[src/rtl/cnn_bias_pkg.sv]
// Shared constants and FSM state type for the CNN bias memory loader.
package cnn_bias_pkg;

    localparam int unsigned BIAS_NUM = 10;
    localparam int unsigned DATA_W   = 16;

    typedef enum logic [2:0] {
        ST_IDLE,
        ST_REQ,
        ST_WAIT,
        ST_WRITE,
        ST_DONE
    } bias_ld_state_t;

endpackage

[src/rtl/bias_load_ctrl.sv]
// Loads bias words from external memory into the bias memory, then serves PE bias lookups.
// Optional sticky over-count flag `err` is enabled with `define BIAS_LOAD_ERR_EN.
module bias_load_ctrl #(
    parameter int unsigned BIAS_NUM = cnn_bias_pkg::BIAS_NUM,
    parameter int unsigned DATA_W   = cnn_bias_pkg::DATA_W,
    parameter int unsigned ADDR_W   = 32
) (
    input  logic              clk,
    input  logic              rst,
    input  logic              start,
    input  logic [ADDR_W-1:0] base_addr,
    input  logic [15:0]       bias_cnt,
    output logic              busy,
    output logic              done,
    output logic              mem_req,
    output logic [ADDR_W-1:0] mem_addr,
    input  logic              mem_gnt,
    input  logic              mem_rvalid,
    input  logic [DATA_W-1:0] mem_rdata,
    output logic              write_bias_signal,
    output logic [15:0]       write_bias_addr,
    output logic [DATA_W-1:0] write_bias_data,
    input  logic              ch_req,
    input  logic [15:0]       ch_idx,
    output logic              read_bias_signal,
    output logic [15:0]       read_bias_addr,
    input  logic [DATA_W-1:0] read_bias_data,
    output logic [DATA_W-1:0] bias_out,
    output logic              bias_valid
`ifdef BIAS_LOAD_ERR_EN
    ,
    output logic              err
`endif
);

    import cnn_bias_pkg::*;

    localparam logic [15:0] MAX_CNT = 16'(BIAS_NUM);

    bias_ld_state_t    state_q, state_d;
    logic [15:0]       idx_q, idx_d;
    logic [15:0]       cnt_q, cnt_d;
    logic [ADDR_W-1:0] base_q, base_d;
    logic [DATA_W-1:0] rdata_q, rdata_d;
    logic [DATA_W-1:0] bias_out_q;
    logic              bias_valid_q;
    logic              cnt_over;
    logic [15:0]       cnt_clamped;

    assign cnt_over    = (bias_cnt > MAX_CNT);
    assign cnt_clamped = cnt_over ? MAX_CNT : bias_cnt;

`ifdef BIAS_LOAD_ERR_EN
    logic err_q, err_d;
    assign err = err_q;
`endif

    // State and load datapath registers
    always_ff @(posedge clk) begin
        if (rst) begin
            state_q <= ST_IDLE;
            idx_q   <= '0;
            cnt_q   <= '0;
            base_q  <= '0;
            rdata_q <= '0;
`ifdef BIAS_LOAD_ERR_EN
            err_q   <= 1'b0;
`endif
        end else begin
            state_q <= state_d;
            idx_q   <= idx_d;
            cnt_q   <= cnt_d;
            base_q  <= base_d;
            rdata_q <= rdata_d;
`ifdef BIAS_LOAD_ERR_EN
            err_q   <= err_d;
`endif
        end
    end

    always_comb begin
        state_d = state_q;
        idx_d   = idx_q;
        cnt_d   = cnt_q;
        base_d  = base_q;
        rdata_d = rdata_q;
`ifdef BIAS_LOAD_ERR_EN
        err_d   = err_q;
`endif
        case (state_q)
            ST_IDLE: begin
                if (start) begin
                    base_d  = base_addr;
                    cnt_d   = cnt_clamped;
                    idx_d   = '0;
`ifdef BIAS_LOAD_ERR_EN
                    err_d   = cnt_over;
`endif
                    state_d = (cnt_clamped == '0) ? ST_DONE : ST_REQ;
                end
            end
            ST_REQ: begin
                if (mem_gnt) state_d = ST_WAIT;
            end
            ST_WAIT: begin
                if (mem_rvalid) begin
                    rdata_d = mem_rdata;
                    state_d = ST_WRITE;
                end
            end
            ST_WRITE: begin
                idx_d   = idx_q + 16'd1;
                state_d = (idx_d == cnt_q) ? ST_DONE : ST_REQ;
            end
            ST_DONE: state_d = ST_IDLE;
            default: state_d = ST_IDLE;
        endcase
    end

    // Bus and write-port outputs are zero outside their owning state
    always_comb begin
        busy              = (state_q != ST_IDLE);
        done              = (state_q == ST_DONE);
        mem_req           = 1'b0;
        mem_addr          = '0;
        write_bias_signal = 1'b0;
        write_bias_addr   = '0;
        write_bias_data   = '0;
        case (state_q)
            ST_REQ: begin
                mem_req  = 1'b1;
                mem_addr = base_q + ADDR_W'({idx_q, 1'b0});
            end
            ST_WRITE: begin
                write_bias_signal = 1'b1;
                write_bias_addr   = idx_q;
                write_bias_data   = rdata_q;
            end
            default: ;
        endcase
    end

    // PE read path: lookups are dropped while a load is in progress
    assign read_bias_signal = ch_req & ~busy;
    assign read_bias_addr   = ch_idx;

    always_ff @(posedge clk) begin
        if (rst) begin
            bias_valid_q <= 1'b0;
            bias_out_q   <= '0;
        end else begin
            bias_valid_q <= read_bias_signal;
            if (read_bias_signal) bias_out_q <= read_bias_data;
        end
    end

    assign bias_out   = bias_out_q;
    assign bias_valid = bias_valid_q;

endmodule

[config.mk]
export PLATFORM = sky130hd
export DESIGN_NAME = bias_load_ctrl
export DESIGN_NICKNAME = d
export VERILOG_FILES = /design/src/rtl/cnn_bias_pkg.sv /design/src/rtl/bias_load_ctrl.sv
export SDC_FILE = /design/constraint.sdc
export NUM_CORES = 1
export LEC_CHECK = 0
export CORE_MARGIN = 1.5
export CORE_UTILIZATION = 46
export DETAILED_ROUTE_END_ITERATION = 6
export GPL_ROUTABILITY_DRIVEN = 0
export PLACE_DENSITY = 0.81
export SLEW_MARGIN = 20
export SYNTH_ARGS = -nofsm -noshare
export SYNTH_HDL_FRONTEND = slang
export SYNTH_SLANG_ARGS = --single-unit
[constraint.sdc]
create_clock -name clk -period 3.6 [get_ports clk]
set_input_delay 0.9 -clock clk [delete_from_list [all_inputs] [get_ports clk]]
set_output_delay 0.9 -clock clk [all_outputs]
set_load 0.03 [all_outputs]
==> results.toml, run 1 <==
[outcome]
status = "finished with violations"
violations = "negative setup slack"

[cts]
htree_levels = 3
cts_root_buffer = "clkbuf_16"
clk_pin_slew_worst_paths_ps = 70
cts_buffers = 9
clock_latency_ps = 340
tritoncts = "done"
cts_sinks = 100
clockBufferDepth = 2

[logic_synthesis]
ys_ff_latch = 100
synth_fp_nets = 908
yosys_warnings = 0
synth_edf_count = 0
netlist_area_um2 = 5830
yosysMostFrequentCell = "nand2_1"
ys_async_sr_fraction = 0
yosys-top-cells-count = "172 x nand2_1, 103 x a21oi_1, 100 x dfxtp_1"
seq_area_frac_synth = 0.343
synth.area.top_cells = "dfxtp_1 34%, nand2_1 11%, a21oi_1 8.8%"
synth_top_area_cell = "dfxtp_1"
syn_area_per_cell_um2 = 7.40
syn_inst = 788
synth_cell_type_count = 60
synth_top_area_frac = 0.343
ys.flop_type = "dfxtp_1"

[routing]
wl_per_cell_um = 15.6
dr_total_vias = 6132
drt-total-wl_um = 17200
drc_errors = 0
ant_nets = 0
drt_iter0_markers = 595
viasPerCell = 5.54
first_pass_iters = 6

[hold_path]
holdPathStages = 2
min_to = "rdata_q[2]$_SDFFE_PP0P_"
hp-class = "register to register"
min_from = "rdata_q[2]$_SDFFE_PP0P_"

[critical_path]
cp_data_arrival_time_ps = 2760
crit_path_end_kind = "primary output"
path_class = "register to primary output"
rr_endpoint = "state_q[0]$_SDFFE_PP0P_"
cp_max_fo = 5
rr_worst_depth = 9
rrSetupSlack_ps = 980
cp.required_ps = 2700
r2r_start = "idx_q[0]$_SDFFE_PP0P_"
startpoint_type = "register"
worstSetupStartpoint = "idx_q[0]$_SDFFE_PP0P_"

[floorplan]
io_pins = 204
die_h_um = 116
start_util = 0.478
die_x_um = 116
dieArea_um2 = 13400
rows = 40
core_um2 = 12200

[global_routing]
grt_pass1_wl_um = 26600
met2_usage = 0.413
grt_overflow = 0
grt_usage = 0.247
top_usage_layer = "met2"
grt_max_degree = 38
use_met1 = 0.318
grtUsageMet3 = 0.0528
grt_pass1_vias = 5426
antenna_found_initial = 0

[place]
hpwlAfterDp_um = 12100
post-place-ws_ps = 195
io_buffers = 171

[timing]
finalHoldViolCount = 0
worst_slack_ps = -63.9
worst_pin_slew_ps = 614
finalSetupViolations = 3
relSlewSlack = 0.591
drv_slew = 0
fin_crit_sh = 1.02
finClkSkew_ps = 6.36
rsz0062_at_grt = "true"
min_period_ps = 3660
fmax_mhz = 273

[power]
p_leak_nw = 3.22
irDropWorstVdd_mv = 0.316
power.total_mw = 3.41
power_density_nw_per_um2 = 422

[cells_and_area]
fillerInstances = 1088
syn2layout_area_growth_pct = 38.3
multiInputGateArea_um2 = 3650
n_antenna_cell = 0
seq_area_um2 = 2010
drive_gt1_frac = 0.138
nNetsFinal = 1054

[flow_run]
max_cap_viol_count = 0
[power by group]
group	switching, mW	internal [mW]
clock	0.407	0.505
combinational	0.748	0.437
sequential	0.0942	1.22
[layer usage]
layer	routed length [um]	vias to the layer above
li1	-	3011
met1	7380	2812
met2	8170	280
met3	1350	29
met4	325	0
met5	0	-
[metrics by stage]
stage	area (um2)	instances	util	TNS [ps]	hold WS, ps
3_3_place_gp	7500	1083	0.614	0	438
2_1_floorplan	5830	788	-	0	432
5_1_grt	8070	1107	0.661	-627	471
4_1_cts	7860	1100	0.644	0	451
6_report	8070	1107	0.661	-101	450
3_5_place_dp	7500	1083	0.614	0	442
[registers in the layout, indices dropped and copies added (netlist names)]
| register | cells |
|---|---|
| state_q | 3 |
| cnt_q | 16 |
| bias_out | 16 |
| bias_valid | 1 |
| rdata_q | 16 |
| idx_q | 16 |
| base_q | 32 |
[critical path, cell delays in order, from the launching register on]
cell and delay [ps]:
dfxtp_2 340, ha_4 160, fa_2 360, a21o_1 200
a21oi_2 150, o21ai_1 90, o211ai_1 190, a21oi_2 170
or4_4 560, nand3_2 80, buf_6 130
[cell usage in the layout (no fill, tap or decap), types with 4 or more instances in the layout]
master / netlist / final
clkbuf_16: 0 / 9
inv_1: 11 / 11
ha_2: 0 / 4
a31oi_1: 5 / 5
clkdlybuf4s50_1: 0 / 139
dfxtp_2: 0 / 7
xnor2_1: 22 / 22
xor2_1: 12 / 12
nor3_1: 25 / 24
ha_1: 17 / 6
a21oi_2: 1 / 10
a311oi_1: 5 / 5
buf_4: 21 / 58
and3_1: 40 / 40
nand4_1: 7 / 7
dfxtp_1: 100 / 92
nor4_1: 4 / 4
and2_1: 17 / 16
or3_1: 8 / 8
a211oi_1: 5 / 5
o21ai_0: 22 / 20
nand2_1: 172 / 172
o211ai_1: 4 / 4
mux2i_1: 5 / 5
nand2b_1: 5 / 5
ha_4: 0 / 7
o21a_1: 6 / 6
nor2_1: 50 / 49
and4_1: 4 / 4
nand4b_1: 4 / 4
a21oi_1: 103 / 93
nand3_1: 19 / 18
a21o_1: 11 / 11
[worst max path at each step]
| stage | depth (start not counted) | endpoint |
|---|---|---|
| 2_1_floorplan | 9 | mem_addr[17] |
| 3_3_place_gp | 10 | mem_addr[21] |
| 3_5_place_dp | 10 | mem_addr[21] |
| 4_1_cts | 10 | mem_addr[21] |
| 5_1_grt | 10 | mem_addr[21] |
| 6_report | 10 | mem_addr[21] |
[what timing repair did]
| action | CTS | global route |
|---|---|---|
| resized for setup | 14 | 38 |
| hold buffers | 0 | 0 |
| pin swaps | 2 | 18 |
| buffers inserted | 1 | 6 |
| endpoints found under the setup margin | 15 | 17 |
| cloned | 0 | 1 |
[area by class of cell]
type,count,share of cell area
tap,168,0.0261
inverter,12,0.00558
clock inverter,4,0.00295
multi-input combinational,610,0.453
timing repair buffer,201,0.231
clock buffer,12,0.0318
sequential,100,0.250
[logic make-up after synthesis]
family	Yosys count	share of synthesized area
compound gates	180	0.183
flops	100	0.343
xor+xnor	35	0.0538
simple gates	370	0.302
mux	6	0.0105
buf+inv	79	0.0680
fa+ha+maj	18	0.0399
Note: power is estimated with default switching activity, not from simulation.
==> run 2: changes to the inputs <==
CTS_CLUSTER_SIZE = 20   (was not set)
PLACE_DENSITY = 0.77   (was 0.81)
==> results.toml, run 2 (synthesis gave the netlist of run 1 again) <==
[outcome]
status = "finished clean"

[global_routing]
antenna_found_initial = 0
grt_usage = 0.250
grt_max_degree = 50
grt_pass1_vias = 5476
grt_pass1_wl_um = 26500
grt_overflow = 0

[place]
io_buffers = 171
hpwlAfterDp_um = 12100
post-place-ws_ps = 185

[floorplan]
io_pins = 204
start_util = 0.478
rows = 40
core_um2 = 12200
die_x_um = 116
dieArea_um2 = 13400
die_h_um = 116

[routing]
ant_nets = 0
wl_met1_um = 7620
viasPerCell = 5.42
wl_per_cell_um = 15.2
dr_total_vias = 5981
drt_iter0_markers = 509
wl_met2_um = 7750
drt-total-wl_um = 16800
drc_errors = 0
wl_met3_um = 1110
first_pass_iters = 5
highest_layer = "met4"

[timing]
finalHoldViolCount = 0
min_period_ps = 3570
fmax_mhz = 280
relSlewSlack = 0.554
finalSetupViolations = 0
rsz0062_at_grt = "true"
finClkSkew_ps = 8.59
drv_slew = 0
fin_crit_sh = 0.991
worst_pin_slew_ps = 668
worst_slack_ps = 32.1

[cts]
hold_buffers = 0
clock_latency_ps = 350
clockBufferDepth = 2
clk_pin_slew_worst_paths_ps = 60
tritoncts = "done"
cts_root_buffer = "clkbuf_16"
cts_buffers = 9
cts_sinks = 100
htree_levels = 3

[critical_path]
cp_cell_sequence = "ha_4, fa_2, a21o_1, a21oi_2, o21ai_2, o211ai_1, and2_4, o32a_1, mux2i_1, buf_4"
cp.required_ps = 2700
crit_buf_inv = 1
path_class = "register to primary output"
critPathMaxStageDelay_ps = 370
critical_path_depth = 10
cp_data_arrival_time_ps = 2670
slowest_stage = "fa_2"
cp_max_fo = 5
startpoint_type = "register"
rr_worst_depth = 9
crit_path_end_kind = "primary output"
crit_family = "compound AO/OA/AOI/OAI gates"

[cells_and_area]
drive_gt1_frac = 0.124
seq_area_um2 = 2010
mostFrequentLayoutCell = "nand2_1"
syn2layout_area_growth_pct = 36.9
mostFrequentLayoutCells = "171 x nand2_1, 139 x clkdlybuf4s50_1, 99 x a21oi_1"
fillerInstances = 1123
regMostFlops = "base_q"
nNetsFinal = 1053
n_antenna_cell = 0
multiInputGateArea_um2 = 3580
postLayoutCoreUtil = 0.654
largest_reg_flops = 32

[power]
switching_share = 0.364
p_leak_nw = 3.20
p_comb_frac = 0.348
irDropWorstVdd_mv = 0.334
power_density_nw_per_um2 = 427
p_seq_frac = 0.382
intPower_mw = 2.17
switching_power_mw = 1.24
power.total_mw = 3.41
clockPowerShare = 0.271

[hold_path]
hp-class = "register to register"
holdPathStages = 2

[flow_run]
max_cap_viol_count = 0
## run 2: worst register-to-register path, stage by stage (launching register included)
cell and delay (ps):
dfxtp_1 390, buf_4 170, ha_1 270, nand3_1 190
nor2_1 290, nand3_1 140, xnor2_1 140, or4_4 520
nor3_1 210, o211ai_1 110
## run 2: through the flow
stage	hold slack, ps	std cells	TNS (ps)	instance area, um2
finish	449	1104	0	7990
detailed placement	443	1086	0	7520
global placement	437	1086	0	7520
global route	468	1104	-1070	7990
CTS	451	1101	0	7860
floorplan	432	788	0	5830
## run 2: routing by layer
layer	vias to the layer above	track usage
li1	2992	-
met1	2731	0.327
met2	227	0.404
met3	31	0.0549
met4	0	0.0976
met5	-	0
## run 2: power groups by stage
stage / clock network [mW] / registers, mW / logic [mW]
6_report: 0.923 / 1.30 / 1.19
2_1_floorplan: 0 / 1.36 / 0.714
3_5_place_dp: 0 / 1.32 / 1.16
4_1_cts: 0.942 / 1.30 / 1.17
5_1_grt: 0.995 / 1.32 / 1.30
3_3_place_gp: 0 / 1.31 / 1.15
## run 2: cell type report
| cell class | count | share of cell area |
|---|---|---|
| Multi-Input combinational cell | 609 | 0.448 |
| Sequential cell | 100 | 0.251 |
| Timing Repair Buffer | 201 | 0.233 |
| Clock buffer | 13 | 0.0338 |
| Tap cell | 168 | 0.0263 |
| Inverter | 12 | 0.00611 |
| Clock inverter | 1 | 0.000940 |
## run 2: worst paths after layout
check,slack (ps),from,end
max reg2reg,1050,idx_q[1]$_SDFFE_PP0P_,state_q[0]$_SDFFE_PP0P_
max,30,base_q[1]$_SDFFE_PP0P_,mem_addr[27]
min,450,rdata_q[15]$_SDFFE_PP0P_,rdata_q[15]$_SDFFE_PP0P_
min reg2reg,450,rdata_q[15]$_SDFFE_PP0P_,rdata_q[15]$_SDFFE_PP0P_
## run 2: timing repair
| action | in CTS | in global routing |
|---|---|---|
| resized for setup | 11 | 24 |
| endpoints found under the setup margin | 14 | 19 |
| endpoints found under the hold margin | 0 | 0 |
| pin swaps | 4 | 13 |
| setup buffers | 1 | 3 |
